--- config.mk ---
export PLATFORM = sky130hd
export DESIGN_NAME = mealy_pattern_det
export DESIGN_NICKNAME = d
export VERILOG_FILES = /design/src/rtl/mealy_pattern_det.sv
export SDC_FILE = /design/constraint.sdc
export NUM_CORES = 1
export LEC_CHECK = 0
export CAP_MARGIN = 15
export CORE_UTILIZATION = 46
export DETAILED_ROUTE_END_ITERATION = 12
export PLACE_DENSITY = 0.82
export SLEW_MARGIN = 15
export SYNTH_ARGS = -nofsm -noshare
export SYNTH_HDL_FRONTEND = slang
export SYNTH_SLANG_ARGS = --single-unit
export TNS_END_PERCENT = 50
--- constraint.sdc ---
create_clock -name clk -period 2 [get_ports clk]
set_clock_uncertainty 0.05 [all_clocks]
set_input_delay 0.4 -clock clk [delete_from_list [all_inputs] [get_ports clk]]
set_output_delay 0.4 -clock clk [all_outputs]
set_load 0.02 [all_outputs]
--- src/rtl/mealy_pattern_det.sv ---
// Serial Mealy pattern detector with a run-time loadable pattern/length and an overlap mode.
// Define MEALY_PATTERN_DET_CNT_EN to build the saturating match counter; otherwise match_cnt is 0.
module mealy_pattern_det #(
    parameter int               PAT_W   = 8,
    parameter int               LEN_W   = 4,
    parameter logic [PAT_W-1:0] RST_PAT = PAT_W'(8'b0011_1000),
    parameter int               RST_LEN = 6,
    parameter int               CNT_W   = 8
) (
    input  logic              clk,
    input  logic              reset,
    input  logic              din,
    input  logic              din_vld,
    input  logic              overlap,
    input  logic              pat_load,
    input  logic [PAT_W-1:0]  pat_val,
    input  logic [LEN_W-1:0]  pat_len,
    output logic              y,
    output logic              cfg_err,
    output logic [CNT_W-1:0]  match_cnt
);

    typedef enum logic {FILL, ARMED} state_t;

    // din supplies the newest bit, so PAT_W-1 stored bits cover the longest window
    localparam int               HW      = PAT_W - 1;
    localparam logic [LEN_W-1:0] MIN_LEN = LEN_W'(2);
    localparam logic [LEN_W-1:0] MAX_LEN = LEN_W'(PAT_W);

    state_t            state_q, state_d;
    logic [PAT_W-1:0]  pat_q, pat_d;
    logic [LEN_W-1:0]  len_q, len_d;
    logic [LEN_W-1:0]  fill_q, fill_d;
    logic [HW-1:0]     hist_q, hist_d;
    logic              cfg_err_d;

    logic [PAT_W-1:0]  window;
    logic [PAT_W-1:0]  bit_ok;
    logic              hit;
    logic              load_ok;
    logic              advance;

    assign window  = {hist_q, din};
    assign load_ok = (pat_len >= MIN_LEN) && (pat_len <= MAX_LEN);
    assign advance = din_vld && !pat_load;

    // Bits at or above the active length never block a match
    genvar i;
    generate
        for (i = 0; i < PAT_W; i++) begin : g_cmp
            localparam logic [LEN_W-1:0] IDX = LEN_W'(i);
            assign bit_ok[i] = (IDX >= len_q) || (window[i] == pat_q[i]);
        end
    endgenerate

    assign hit = &bit_ok;

    always_ff @(posedge clk or posedge reset) begin
        if (reset) begin
            state_q <= FILL;
            pat_q   <= RST_PAT;
            len_q   <= LEN_W'(RST_LEN);
            fill_q  <= '0;
            hist_q  <= '0;
            cfg_err <= 1'b0;
        end else begin
            state_q <= state_d;
            pat_q   <= pat_d;
            len_q   <= len_d;
            fill_q  <= fill_d;
            hist_q  <= hist_d;
            cfg_err <= cfg_err_d;
        end
    end

    always_comb begin
        state_d   = state_q;
        pat_d     = pat_q;
        len_d     = len_q;
        fill_d    = fill_q;
        hist_d    = hist_q;
        cfg_err_d = 1'b0;
        if (pat_load) begin
            // A load always swallows the din of its cycle, accepted or not
            if (load_ok) begin
                pat_d   = pat_val;
                len_d   = pat_len;
                fill_d  = '0;
                state_d = FILL;
            end else begin
                cfg_err_d = 1'b1;
            end
        end else if (din_vld) begin
            hist_d = window[HW-1:0];
            if (state_q == FILL) begin
                fill_d = fill_q + LEN_W'(1);
                if (fill_d == len_q - LEN_W'(1))
                    state_d = ARMED;
            end else if (hit && !overlap) begin
                state_d = FILL;
                fill_d  = '0;
            end
        end
    end

    always_comb begin
        y = 1'b0;
        if (!reset && state_q == ARMED && advance && hit)
            y = 1'b1;
    end

`ifdef MEALY_PATTERN_DET_CNT_EN
    always_ff @(posedge clk or posedge reset) begin
        if (reset)
            match_cnt <= '0;
        else if (y && match_cnt != '1)
            match_cnt <= match_cnt + CNT_W'(1);
    end
`else
    assign match_cnt = '0;
`endif

endmodule

* Word level (Yosys, flattened, before mapping) *
Cells that the tools add are included.

cells by class
  $add $sub $neg = 2
  muxes and demuxes = 14
  shift-type cells = 0
  div/mod/pow operators = 0
  equal/unequal tests = 11
  bitwise logic cells = 1
  reduce and logical (&&, ||, !) cells = 23
  magnitude comparators = 10
  multiply operators = 0

operators by type and width
  kind                   count
  $mux W4                5
  $ge A3 B4 Y1 const A   4
  $mux W1                9
  $eq A1 B1 Y1           8
  $ge A1 B4 Y1 const A   2
  $ge A2 B4 Y1 const A   2
  $logic_or A1 B1 Y1     8
  $reduce_and A8 Y1      1
  $logic_and A1 B1 Y1    6
  $reduce_and A2 Y1      3
  $add A4 B1 Y4 const B  1
  $eq A4 B4 Y1           1
  $ge A4 B2 Y1 const B   1
  $le A4 B4 Y1 const B   1
  $sub A4 B1 Y4 const B  1
  $logic_not A1 Y1       3
  $ne A3 B2 Y1 const B   1
  $reduce_and A3 Y1      1
  $ne A2 B1 Y1 const B   1
  $reduce_bool A2 Y1     1
  $not A1 Y1             1

storage, ports and cells
  bits in writable memories = 0
  flip-flop bits (word level) = 25
  memories kept = 0
  ROM bits = 0
  word-level logic and storage cells = 67
  output and inout port bits = 10
  bits in latches = 0

* Depth between registers and ports, before layout *
  word-level depth = 8
  depth in mapped cells = 7
  gate-level depth less buffers = 7

* Worst setup path before layout *
OpenSTA, ideal clock, no wires.

  kind = flip-flop to output port
  from = reg len_q[0]
  to = out y
  cell stages (with the launch flop) = 7
  arrival = 1.779 ns
  required time = 1.550 ns
  setup slack = -0.229 ns
  cell sequence = dfrtp_1 -> ha_1 -> nor2b_1 -> o31a_1 -> a2111o_1 -> nor2_1 -> and4_1

between the ends
  word-level cells in the longest chain between the ends = 5

ends and longest elaborated chain
  what                                  line  source
  start, declared                       32    logic [LEN_W-1:0] len_q, len_d;
  start signal, assigned                62    len_q <= LEN_W'(RST_LEN);
  start signal, assigned                69    len_q <= len_d;
  $ge A1 B4 Y1 (tied with other cells)  52    assign bit_ok[i] = (IDX >= len_q) || (window[i] == pat_q[i]);
  $logic_or A1 B1 Y1                    52
  $reduce_and A8 Y1 (*)                 56    assign hit = &bit_ok;
  $logic_and A1 B1 Y1 (*)               108   if (!reset && state_q == ARMED && advance && hit)
  $mux W1 (*)                           108
  end, declared                         18    output logic y,

Mark *: on every way between the ends. The rest lies on a longest branch, timed or not.

* Worst setup path after layout *
  from = reg len_q[1]
  to = out y

The elaborated chain is that of the path after synthesis.

==> impl_results.md <==
* Status: complete, but fails checks
* Failing checks: design-rule violations, negative setup slack
* Met3 WL at 169 um
* Number of clock sinks at 25
* WL met2 at 1.83 mm
* Slowest-stage cell, CP: dfstp_2
* Cell family with most CP delay: flip-flops
* # rows at 19
* Mean post-synth cell area at 10.7 um^2
* Final wirelength at 3.44 mm
* Worst EP arrival at 2.14 ns
* H-Tree Depth at 1
* Mapped cell area at 0.00144 mm^2
* Sequential fraction of the synthesis area at 43.8%
* Total CTS buffers at 3
* Gate Count Post-Synth at 135
* Post-layout util at 67.9%
* Reg-to-Reg Start: len_q[1]$_DFFE_PP1P_
* Die Area at 0.00337 mm^2
* Seq cells post-synth at 25
* Wire length per cell at 16.2 um
* Starting Density at 50.6%
* Top-count cell post-synth: dfrtp_1
* Drt first pass iters at 10
* Post-synth top cells: dfrtp_1 (20), mux2_2 (17), nor2_1 (10)
* RSZ-0062 raised after global routing: true
* Max Transition Viols Final at 0
* Async S/R FF share, synth at 100%
* Post-route DRC violation count at 3
* Cts-stage hold buffer count at 0
* Leading area contributor after synthesis: dfrtp_1
* # fillers at 219
* Number of global-route vias before repair at 1217
* Largest net degree at the start of global routing at 26
* Tcrit/Tclk final at 130%
* TritonCTS clock tree: built
* Final setup viols at 6
* CTS root buffer: clkbuf_4
* Critical path class: reg2out
* Critical Path Max Stage Delay at 0.60 ns
* Clock Latency Late Sink at 0.32 ns
* Share of layout cells above drive strength 1 at 36.5%
* Worst Path Required at 1.55 ns
* Buf+Inv Stages, Crit Path at 1
* Leak at 0.873 nW
* Placed cells at 202
* Crit path launch: len_q[1]$_DFFE_PP1P_
* Detailed placement HPWL at 2.55 mm
* Max-capacitance violation count at 0
* Layout Nets at 205
* Worst setup EP type: output pin
* Finished Layout Cells at 212
* Uppermost layer routed: met4
* Setup WS pre-CTS at -0.967 ns
* Maximum clock path buffer count at 2
* Synth top area cells: dfrtp_1 (35%), mux2_2 (13%), dfstp_2 (9.1%)
* Max Fclk at 386 MHz
* Tmin final at 2.59 ns
* Met1 wire length at 1.29 mm
* GRT Util Overall at 21.6%
* Initial antenna violation count at 0
* 1st-iter DRT viols at 38
* First-pass GRT wire length at 5.35 mm
* Buffers on Ports at 19
* Antenna Cells at 0
* Post-layout worst setup margin at -0.594 ns
* Maximum fanout along the worst path at 4
* GPL Wtd Cong at 0.882
* Total congestion overflow at 0
* Area Overhead vs Synth at 34.1%
* Power per Cell Area at 961 mW/mm^2
* Worst hold path class: in2async
* Final ANT Viol Nets at 0
* Main flop type after synthesis: dfrtp_1
* Final hold vios at 0
* Core Box Area at 0.00285 mm^2
* Die height at 58.0 um
* I/O Pins at 28
* YS warnings at 0
* Clock transition at path regs at 0.13 ns
* Worst vdd ir at 0.000646 V
* Critical path, cell by cell: ha_4, nor2b_4, o31a_1, a2111o_1, nor2_2, and4_4, buf_6
* Vias/cell at 5.69
* Die Wd at 58.0 um
* Post-synth cell types at 35
* CP startpoint kind: flop
* Synth top area share at 34.7%
* Via count at 1207
* Number of flops mapped to enable cells by yosys at 0
* Overall power at 0.00186 W
layout by cell type, fill, tap and decap left out, types with 2 or more instances in the layout:
cell type | Yosys | layout
clkbuf_4 | 0 | 3
nand3_1 | 2 | 2
buf_6 | 0 | 5
nand2_1 | 8 | 8
clkdlybuf4s50_1 | 0 | 18
dfstp_2 | 5 | 5
nor2_1 | 10 | 9
xor2_1 | 7 | 7
o21ai_0 | 7 | 5
dfrtp_1 | 20 | 20
xnor2_1 | 9 | 9
a22o_1 | 2 | 2
buf_4 | 8 | 24
conb_1 | 1 | 8
ha_1 | 5 | 3
inv_1 | 7 | 6
o21ai_1 | 0 | 2
mux2_2 | 17 | 17
tightest hold or removal path, stage by stage:
cell             delay [ns]
clkdlybuf4s50_1        0.41
inv_1                  0.11
buf_4                  0.33
cells by family after synthesis:
| family | share of synthesized area [%] |
|---|---|
| AOI/OAI and AO/OA | 12.0 |
| xor gates and xnor gates | 9.71 |
| adders and majority gates | 4.33 |
| buffers and inverters | 7.28 |
| DFF | 43.8 |
| muxes | 14.0 |
| other | 0.260 |
| and+or+nand+nor | 8.67 |
path summary, 6_finish.rpt:
check                                        end  slack, ns  depth (start not counted)
hold reg to reg            hist_q[6]$_DFFE_PP0P_       0.49                          1
max in group asynchronous   pat_q[3]$_DFFE_PP1P_       1.14                          3
min in group clk           hist_q[6]$_DFFE_PP0P_       0.49                          1
setup / recovery                               y      -0.59                          7
setup reg to reg           fill_q[0]$_DFFE_PP0P_      -0.53                         10
hold / removal              pat_q[1]$_DFFE_PP0P_       0.46                          3
registers in the layout (all words and copies together), names as in the netlist:
register and count:
pat_q 8, hist_q 7, fill_q 4, len_q 4, cfg_err 1, state_q 1
report_power, final:
group          switching (W)  internal (W)  leakage (nW)
combinational       0.000371      0.000476         0.560
sequential          0.000132      0.000653         0.298
clock               0.000149     0.0000783        0.0150
what timing repair did:
action                     4_1_cts  5_1_grt
pin swaps                        7        5
setup buffers                    2        4
setup endpoints to repair        6        6
gates resized for setup          9       11
layout make-up:
type,count,area (um^2),share of cell area [%]
clock buffers,4,26.3,1.36
flip-flops and latches,25,632,32.6
well taps,31,38.8,2.00
repair buffers,48,437,22.6
multi-input cells,97,776,40.1
inverters,7,26.3,1.36
through the flow:
step	TNS [ns]	hold WS [ns]	cell area (um^2)
5_1_grt	-2.86	0.484	1940
6_report	-2.49	0.463	1940
2_1_floorplan	-0.0947	0.382	1490
3_5_place_dp	-4.96	0.470	1820
3_3_place_gp	-3.96	0.460	1820
4_1_cts	-1.48	0.468	1870
layer usage:
| metal | global-route usage [%] | vias up |
|---|---|---|
| met5 | 0 | - |
| met4 | 11.2 | 0 |
| met3 | 3.35 | 15 |
| met2 | 40.7 | 60 |
| met1 | 22.8 | 589 |
| li1 | - | 543 |
Power figures use the tool's default switching activity.
